<file path="config.mk">
export PLATFORM = sky130hd
export DESIGN_NAME = branch_target_buffer
export DESIGN_NICKNAME = d
export VERILOG_FILES = /design/src/rtl/prediction_pkg.sv /design/src/rtl/btb_entry_array.sv /design/src/rtl/branch_target_buffer.sv
export SDC_FILE = /design/constraint.sdc
export NUM_CORES = 1
export LEC_CHECK = 0
export CORE_AREA = 2 2 341 343
export DETAILED_ROUTE_END_ITERATION = 8
export DIE_AREA = 0 0 343 345
export SLEW_MARGIN = 30
export SYNTH_ARGS = -nofsm -noshare
export SYNTH_HDL_FRONTEND = slang
export SYNTH_SLANG_ARGS = --single-unit
</file>
<file path="constraint.sdc">
create_clock -name clk -period 10.1 [get_ports clk]
set_clock_uncertainty 0.1 [all_clocks]
set_input_delay 1.515 -clock clk [delete_from_list [all_inputs] [get_ports clk]]
set_output_delay 1.515 -clock clk [all_outputs]
set_load 0.02 [all_outputs]
</file>
<file path="src/rtl/prediction_pkg.sv">
// Shared constants and entry layout for the fetch-stage branch target buffer.
package prediction_pkg;

  // Index width of the default configuration (16 entries).
  localparam int BTB_INDEX_WIDTH_DEFAULT = 4;

  // Targets are word aligned, so only bits [31:2] are stored.
  localparam int BTB_TARGET_WIDTH = 30;

  // Tag is everything above the index and the two byte-offset bits.
  localparam int BTB_TAG_WIDTH = 32 - BTB_INDEX_WIDTH_DEFAULT - 2;

  // Sequential fetch increment.
  localparam logic [31:0] PC_STEP = 32'd4;

  // Field order of one entry: {valid, tag, target[31:2]}.
  typedef struct packed {
    logic                        valid;
    logic [BTB_TAG_WIDTH-1:0]    tag;
    logic [BTB_TARGET_WIDTH-1:0] target;
  } btb_entry_t;

  // Tag width for an arbitrary index width.
  function automatic int btb_tag_width(input int index_width);
    return 32 - index_width - 2;
  endfunction

endpackage

</file>
<file path="src/rtl/btb_entry_array.sv">
// Entry storage for the branch target buffer: one combinational read port,
// one write port. Only the valid bits are reset; tag/target contents are
// meaningless until the valid bit is set by a write.
module btb_entry_array
  import prediction_pkg::*;
#(
  parameter int INDEX_WIDTH = BTB_INDEX_WIDTH_DEFAULT,
  parameter int TAG_WIDTH   = btb_tag_width(INDEX_WIDTH)
) (
  input  logic                        clk,
  input  logic                        rst_n,
  input  logic [INDEX_WIDTH-1:0]      read_index,
  output logic                        read_valid,
  output logic [TAG_WIDTH-1:0]        read_tag,
  output logic [BTB_TARGET_WIDTH-1:0] read_target,
  input  logic                        write_en,
  input  logic                        write_invalidate,
  input  logic [INDEX_WIDTH-1:0]      write_index,
  input  logic [TAG_WIDTH-1:0]        write_tag,
  input  logic [BTB_TARGET_WIDTH-1:0] write_target
);

  localparam int DEPTH = 2 ** INDEX_WIDTH;

  // Flattened views of the per-entry registers for the read mux.
  logic [DEPTH-1:0]            valid_bits;
  logic [TAG_WIDTH-1:0]        tag_bits    [DEPTH];
  logic [BTB_TARGET_WIDTH-1:0] target_bits [DEPTH];

  generate
    for (genvar gi = 0; gi < DEPTH; gi++) begin : g_entry
      localparam logic [INDEX_WIDTH-1:0] ENTRY_INDEX = INDEX_WIDTH'(gi);

      logic                        valid_reg;
      logic [TAG_WIDTH-1:0]        tag_reg;
      logic [BTB_TARGET_WIDTH-1:0] target_reg;
      logic                        selected;

      assign selected = write_en && (write_index == ENTRY_INDEX);

      // Valid bit: cleared by reset (reset beats a concurrent write), set by a
      // write, cleared by an invalidating write.
      always_ff @(posedge clk) begin
        if (!rst_n) begin
          valid_reg <= 1'b0;
        end else if (selected) begin
          valid_reg <= !write_invalidate;
        end
      end

      // Payload: only a real (non-invalidating) write outside reset touches it.
      always_ff @(posedge clk) begin
        if (rst_n && selected && !write_invalidate) begin
          tag_reg    <= write_tag;
          target_reg <= write_target;
        end
      end

      assign valid_bits[gi]  = valid_reg;
      assign tag_bits[gi]    = tag_reg;
      assign target_bits[gi] = target_reg;
    end
  endgenerate

  // Zero-latency read of the pre-write contents.
  assign read_valid  = valid_bits[read_index];
  assign read_tag    = tag_bits[read_index];
  assign read_target = target_bits[read_index];

endmodule

</file>
<file path="src/rtl/branch_target_buffer.sv">
// Direct-mapped branch target buffer on the fetch next-PC path.
// Looks up the fetch PC combinationally, combines the hit with the direction
// counter MSB to select next_pc, and carries hit/target through ID and EX.
// Optional macro BTB_PERF_CNT_EN adds lookup/hit performance counters.
module branch_target_buffer
  import prediction_pkg::*;
#(
  parameter int BTB_INDEX_WIDTH           = BTB_INDEX_WIDTH_DEFAULT,
  parameter int JUMP_STATUS_COUNTER_WIDTH = 2
) (
  input  logic                                 clk,
  input  logic                                 rst_n,
  input  logic                                 PL_stall,
  input  logic                                 flush_id,
  input  logic                                 flush_ex,
  input  logic [31:0]                          pc,
  input  logic [JUMP_STATUS_COUNTER_WIDTH-1:0] HP_count,
  input  logic                                 update_en,
  input  logic [31:0]                          update_pc,
  input  logic [31:0]                          update_target,
  input  logic                                 update_invalidate,
  output logic                                 btb_hit,
  output logic                                 predict_taken,
  output logic [31:0]                          next_pc,
  output logic                                 btb_hit_id,
  output logic                                 btb_hit_ex,
  output logic [31:0]                          pred_target_id,
  output logic [31:0]                          pred_target_ex
`ifdef BTB_PERF_CNT_EN
  ,
  output logic [31:0]                          perf_lookups,
  output logic [31:0]                          perf_hits
`endif
);

  localparam int TAG_WIDTH = btb_tag_width(BTB_INDEX_WIDTH);

  logic [BTB_INDEX_WIDTH-1:0]  fetch_index;
  logic [TAG_WIDTH-1:0]        fetch_tag;
  logic                        entry_valid;
  logic [TAG_WIDTH-1:0]        entry_tag;
  logic [BTB_TARGET_WIDTH-1:0] entry_target;
  logic [31:0]                 fetch_target;

  assign fetch_index = pc[BTB_INDEX_WIDTH+1:2];
  assign fetch_tag   = pc[31:BTB_INDEX_WIDTH+2];

  btb_entry_array #(
    .INDEX_WIDTH (BTB_INDEX_WIDTH),
    .TAG_WIDTH   (TAG_WIDTH)
  ) u_entries (
    .clk              (clk),
    .rst_n            (rst_n),
    .read_index       (fetch_index),
    .read_valid       (entry_valid),
    .read_tag         (entry_tag),
    .read_target      (entry_target),
    .write_en         (update_en),
    .write_invalidate (update_invalidate),
    .write_index      (update_pc[BTB_INDEX_WIDTH+1:2]),
    .write_tag        (update_pc[31:BTB_INDEX_WIDTH+2]),
    .write_target     (update_target[31:2])
  );

  // Byte-offset bits and lower counter bits play no part in the lookup.
  logic unused_bits;
  assign unused_bits = ^{pc[1:0], update_pc[1:0], update_target[1:0], HP_count};

  // Tag compare and next-PC selection; pc + 4 wraps naturally at 32 bits.
  always_comb begin
    btb_hit       = entry_valid && (entry_tag == fetch_tag);
    predict_taken = btb_hit && HP_count[JUMP_STATUS_COUNTER_WIDTH-1];
    fetch_target  = btb_hit ? {entry_target, 2'b00} : 32'd0;
    next_pc       = predict_taken ? {entry_target, 2'b00} : (pc + PC_STEP);
  end

  // ID/EX copies: flush_ex kills both even under stall; flush_id kills ID only
  // while EX still takes the previous ID contents.
  always_ff @(posedge clk) begin
    if (!rst_n || flush_ex) begin
      btb_hit_id     <= 1'b0;
      btb_hit_ex     <= 1'b0;
      pred_target_id <= 32'd0;
      pred_target_ex <= 32'd0;
    end else if (!PL_stall) begin
      btb_hit_ex     <= btb_hit_id;
      pred_target_ex <= pred_target_id;
      btb_hit_id     <= flush_id ? 1'b0 : btb_hit;
      pred_target_id <= flush_id ? 32'd0 : fetch_target;
    end else if (flush_id) begin
      btb_hit_id     <= 1'b0;
      pred_target_id <= 32'd0;
    end
  end

`ifdef BTB_PERF_CNT_EN
  // Count unstalled lookups and the hits among them; free-running wrap.
  always_ff @(posedge clk) begin
    if (!rst_n) begin
      perf_lookups <= 32'd0;
      perf_hits    <= 32'd0;
    end else if (!PL_stall) begin
      perf_lookups <= perf_lookups + 32'd1;
      if (btb_hit) begin
        perf_hits <= perf_hits + 32'd1;
      end
    end
  end
`endif

endmodule

</file>
# Word-level counts from Yosys, hierarchy flattened
# Index checks and enable logic that the tools add are counted.
[classes]
addsub = 1
order_cmp = 2
eq_ne = 17
mux = 16
bitwise_logic = 1
n_reduce_logical = 54
[ops]
columns = ["cell", "count"]
rows = [
  ["$mux W32", 5],
  ["$bmux W30 S4", 1],
  ["$bmux W26 S4", 1],
  ["$mux W30", 2],
  ["$mux W26", 2],
  ["$logic_and A1 B1 Y1", 50],
  ["$add A32 B3 Y32 const B", 1],
  ["$eq A4 B4 Y1 const B", 8],
  ["$eq A26 B26 Y1", 1],
  ["$eq A4 B3 Y1 const B", 4],
  ["$eq A4 B2 Y1 const B", 2],
  ["$ge A5 B5 Y1 const B", 1],
  ["$lt A4 B5 Y1 const B", 1],
  ["$not A4 Y5", 1],
  ["$bmux W1 S4", 1],
  ["$eq A4 B1 Y1 const B", 1],
  ["$logic_not A4 Y1", 1],
  ["$mux W1", 4],
  ["$logic_not A1 Y1", 2],
  ["$ne A2 B1 Y1 const B", 1],
  ["$logic_or A1 B1 Y1", 1],
]
[word_totals]
ff_bits = 978
inputBits = 105
output_inout_bits = 100
word_cells = 143

# Logic depth before layout (Yosys ltp)
[logic_depth]
ltp_word = 9
ltp_mapped = 14
mapped_depth_nobuf = 8

# Hierarchy
# A second synthesis with hierarchy kept.
[hier_totals]
hier_cells = 1801
area_unflattened_um2 = 37701.2
[by_module_without_submodules]
columns = ["module", "n_inst", "cells_per_inst", "area_each_um2", "seq_area_each_um2"]
rows = [
  ["btb_entry_array", 1, 1465, 34259.1, 27226.1],
  ["branch_target_buffer", 1, 336, 3442.1, 1241.2],
]

# Least setup slack after synthesis
# Ideal clock, no wire load.
[synth_path]
path_kind = "input-to-output"
from = "input port pc[4]"
to = "output port predict_taken"
arrival_ps = 4369
t_required_ps = 8485
slack_ps = 4116
path_stages = 12
path_buffers = 4
cell_sequence = "buf_2 > buf_2 > buf_4 > buf_1 > mux4_2 > mux2i_1 > xor2_1 > o211ai_1 > o211a_1 > and4b_1 > nand4_1 > nor4_1"
[synth_via]
elab_chain_len = 7
word_cells_on_any_way = 9
cone_classes = "eq/ne: 1; mux: 5; bitwise: 1; reduce/logical: 2"
[synth_rtl]
columns = ["item", "line", "text"]
rows = [
  ["start: declaration", "branch_target_buffer.sv:16", "input logic [31:0] pc,"],
  ["$not A4 Y5 (not written as such)", "btb_entry_array.sv:67", "assign read_tag = tag_bits[read_index];"],
  ["$bmux W26 S4", "btb_entry_array.sv:67", ""],
  ["$mux W26 (not written as such) (2 in series)", "btb_entry_array.sv:67", ""],
  ["$eq A26 B26 Y1", "branch_target_buffer.sv:71", "btb_hit = entry_valid && (entry_tag == fetch_tag);"],
  ["$logic_and A1 B1 Y1 (*)", "branch_target_buffer.sv:71", ""],
  ["$logic_and A1 B1 Y1 (*)", "branch_target_buffer.sv:72", "predict_taken = btb_hit && HP_count[JUMP_STATUS_COUNTER_WIDTH-1];"],
  ["end: declaration", "branch_target_buffer.sv:23", "output logic predict_taken,"],
]
# Mark *: on every way between the ends. The rest lies on a longest branch, timed or not. The select of a mux whose other input is x is not followed.

# Worst setup path in the final report
[layout_path]
from = "input port pc[3]"
to = "output port next_pc[5]"
[layout_via]
elab_chain_len = 8
word_cells_on_any_way = 14
cone_classes = "add/sub: 1; eq/ne: 1; mux: 9; bitwise: 1; reduce/logical: 2"
[layout_rtl]
columns = ["item", "line", "text"]
rows = [
  ["$not A4 Y5 (not written as such)", "btb_entry_array.sv:67, btb_entry_array.sv:68", ""],
  ["$bmux W26 S4", "btb_entry_array.sv:67", ""],
  ["$mux W26 (not written as such) (2 in series)", "btb_entry_array.sv:67", ""],
  ["$eq A26 B26 Y1", "branch_target_buffer.sv:71", ""],
  ["$logic_and A1 B1 Y1", "branch_target_buffer.sv:71", ""],
  ["$logic_and A1 B1 Y1", "branch_target_buffer.sv:72", ""],
  ["$mux W32 (*)", "branch_target_buffer.sv:74", "next_pc = predict_taken ? {entry_target, 2'b00} : (pc + PC_STEP);"],
  ["end: declaration", "branch_target_buffer.sv:24", "output logic [31:0] next_pc,"],
]
# Marks and branches as above.

==> run summary <==
Clock Pin Slew Worst Setup and Hold Paths -> 60 ps
root buffer cell -> clkbuf_16
WHS -> 380 ps
synth-to-layout area growth -> 18.2%
DIE AREA -> 118,000 um2
Tightest Hold Check Type -> flip-flop to flip-flop
CP startpoint kind -> input pin
via count -> 21,300
vias in the first global route -> 21,300
final hold violation count -> 0
Leak -> 15.1 nW
Synth cell types -> 72
Syn Area/Cell -> 18.1 um2
final core occ -> 39.9%
endpoints failing setup -> 0
Placeable Area -> 115,000 um2
total power -> 8.66 mW
final worst slack -> 2030 ps
# DRC -> 0
Synth Area in Compound Gates -> 2.90%
sequential-to-total area share from yosys stat -> 73.3%
Max Fclk -> 124 MHz
first-pass GRT wire length -> 153,000 um
Post-CTS Hold Fix Bufs -> 0
Mapped Cells -> 2,145
Crit path arrival time -> 6460 ps
die extent in x -> 343 um
Max Slew Vio Count -> 0
Mapped Area -> 38,800 um2
Final nets -> 2,480
placed cell areas -> 42,600 um2
#FFs+latches synth -> 974
cts bufs inserted -> 100
multiplexer area fraction after synthesis -> 15.5%
Reg2Reg Capture Point -> pred_target_id[31]$_SDFFE_PP0P_
routed len/inst -> 27.3 um
R2R setup slack -> 6510 ps
clock latency at the later pin of the worst-skew pair -> 690 ps
Cells after DPL -> 3,796
# fillers -> 10,400
Clock Path Buffers -> 3
Final Cycle Share -> 79.9%
WHS Endpoint -> btb_hit_id$_SDFFE_PP0P_
worst endpoint required time -> 8490 ps
post-DP HPWL -> 64,900 um
# resized after CTS -> 0
simple-gate area share of the yosys netlist -> 5.50%
Storage cell area -> 28,500 um2
status -> finished clean
Worst Path Max Fanout -> 87
total track usage -> 18.1%
drt first pass iters -> 5
Synthesis Warnings -> 0
chip height -> 345 um
DRT antenna net count -> 0
slew margin rel. -> 31.6%
Worst-Margin Slew -> 1020 ps
number of flops mapped to enable cells by yosys -> 896
VDD IR max -> 145 uV
main combinational cell family by area after synthesis -> multiplexers
final WL -> 109,000 um
XOR/XNOR Fraction of Synth Area -> 0.925%
most common cell after layout, fill and taps aside -> edfxtp_1
hold path depth -> 2
worst hold start -> btb_hit_id$_SDFFE_PP0P_
ys flop type -> edfxtp_1
post-synthesis adder-cell area fraction -> 0.0322%
initial core utilization -> 33.7%
CTS H-tree depth -> 3
most frequent cells in the layout -> edfxtp_1 (896), mux4_2 (190), clkdlybuf4s50_1 (190)
Final Wtd Congestion -> 0.924
max FFs per register -> 480
Yosys top cell area share -> 69.3%
I/O pin cnt -> 205
largest net degree at the start of global routing -> 88
number of max-cap violations -> 0
Tmin final -> 8070 ps
RSZ-0062 raised after global routing -> no
routed vias/inst -> 5.35
ys async rst share -> 0%
Post-Layout Cell Count -> 3,983
CP Capture Type -> primary output
worst slack, placed -> 2190 ps
Port Buffer Count -> 195
CTS tree -> done
worst r2r src -> u_entries.g_entry[7].tag_reg[1]$_DFFE_PP_
final instance area -> 45,900 um2
Setup Crit Path Kind -> input pin to primary output
total congestion overflow -> 0
layout cells sized above 1 -> 18.4%
number of post-CTS setup repair buffers -> 0
Starting DRT DRC Count -> 2,470
FF-to-FF path depth -> 9
Multi-input gate area -> 9800 um2
Row Count -> 125
setup TNS -> 0 ps
Synth area leaders -> edfxtp_1 (69%), mux4_2 (11%), dfxtp_1 (4.0%)
clk sinks -> 974
pwr dens -> 189 nW/um2
Synth area leader -> edfxtp_1
initial antenna violation count -> 7
metal layers:
layer / vias to the layer above / wire, um / track usage (%)
met3: 143 / 11900 / 6.75
met2: 990 / 48500 / 27.1
met4: 12 / 2000 / 4.05
li1: 8975 / - / -
met5: - / 76 / 0
met1: 11200 / 46400 / 25.2
report_power, final:
group,total (mW),internal [mW],leakage (nW),switching [mW]
combinational,0.520,0.193,4.77,0.327
clock,3.71,2.16,1.61,1.55
sequential,4.43,4.43,8.69,0.00612
total,8.66,6.78,15.1,1.88
cells in the mapped netlist, types with 6 or more instances:
library cell  instances
clkbuf_1             48
and2_1                9
nand3b_1              6
o211a_1              18
nor4_1                6
nand4_1              11
o21ai_0              34
buf_2                30
mux2_2               24
buf_6                12
a22oi_1              28
nand2_1             139
o22ai_1              10
nand2b_1             10
mux2i_1             144
edfxtp_1            896
inv_1                12
nand3_1              50
nor3_1               10
a31oi_1               7
o21ai_1              29
xor2_1               15
mux4_2              190
nor2b_1               9
buf_4                16
buf_1                19
dfxtp_1              78
nor2_1              179
xnor2_1              26
worst max-delay path by stage:
stage,startpoint,end,slack [ps],cells past startpoint
finish,pc[3],next_pc[5],2030,11
global route,pc[3],next_pc[5],1850,12
CTS,pc[3],next_pc[4],2180,12
detailed placement,pc[3],next_pc[4],2190,12
global placement,pc[3],next_pc[4],2160,12
floorplan,pc[4],predict_taken,4120,12
worst max-delay path, stage by stage:
cell and delay [ps]:
buf_8 550, buf_4 630, mux4_2 410, mux4_2 550
xnor2_1 430, nand2_1 100, and4bb_2 340, nand4_4 70
buf_4 320, mux2i_1 580, clkdlybuf4s50_1 720
final cells by class:
class	count	area share (%)
Timing Repair Buffer	249	5.14
Multi-Input combinational cell	1036	21.4
Antenna cell	1	0.00545
Tap cell	1524	4.15
Sequential cell	974	62.0
Inverter	13	0.106
Clock buffer	129	5.83
Clock inverter	57	1.39
logic make-up (layout without fill, tap and decap cells):
| group | count (synthesis) | count (layout) |
|---|---|---|
| and+or+nand+nor | 466 | 466 |
| adders and majority gates | 1 | 1 |
| xor gates and xnor gates | 41 | 41 |
| AOI/OAI and AO/OA | 164 | 164 |
| muxes | 360 | 360 |
| DFF | 974 | 974 |
| other | 1 | 5 |
| buffers and inverters | 138 | 448 |
No activity file was read; power rests on OpenSTA's default activity.
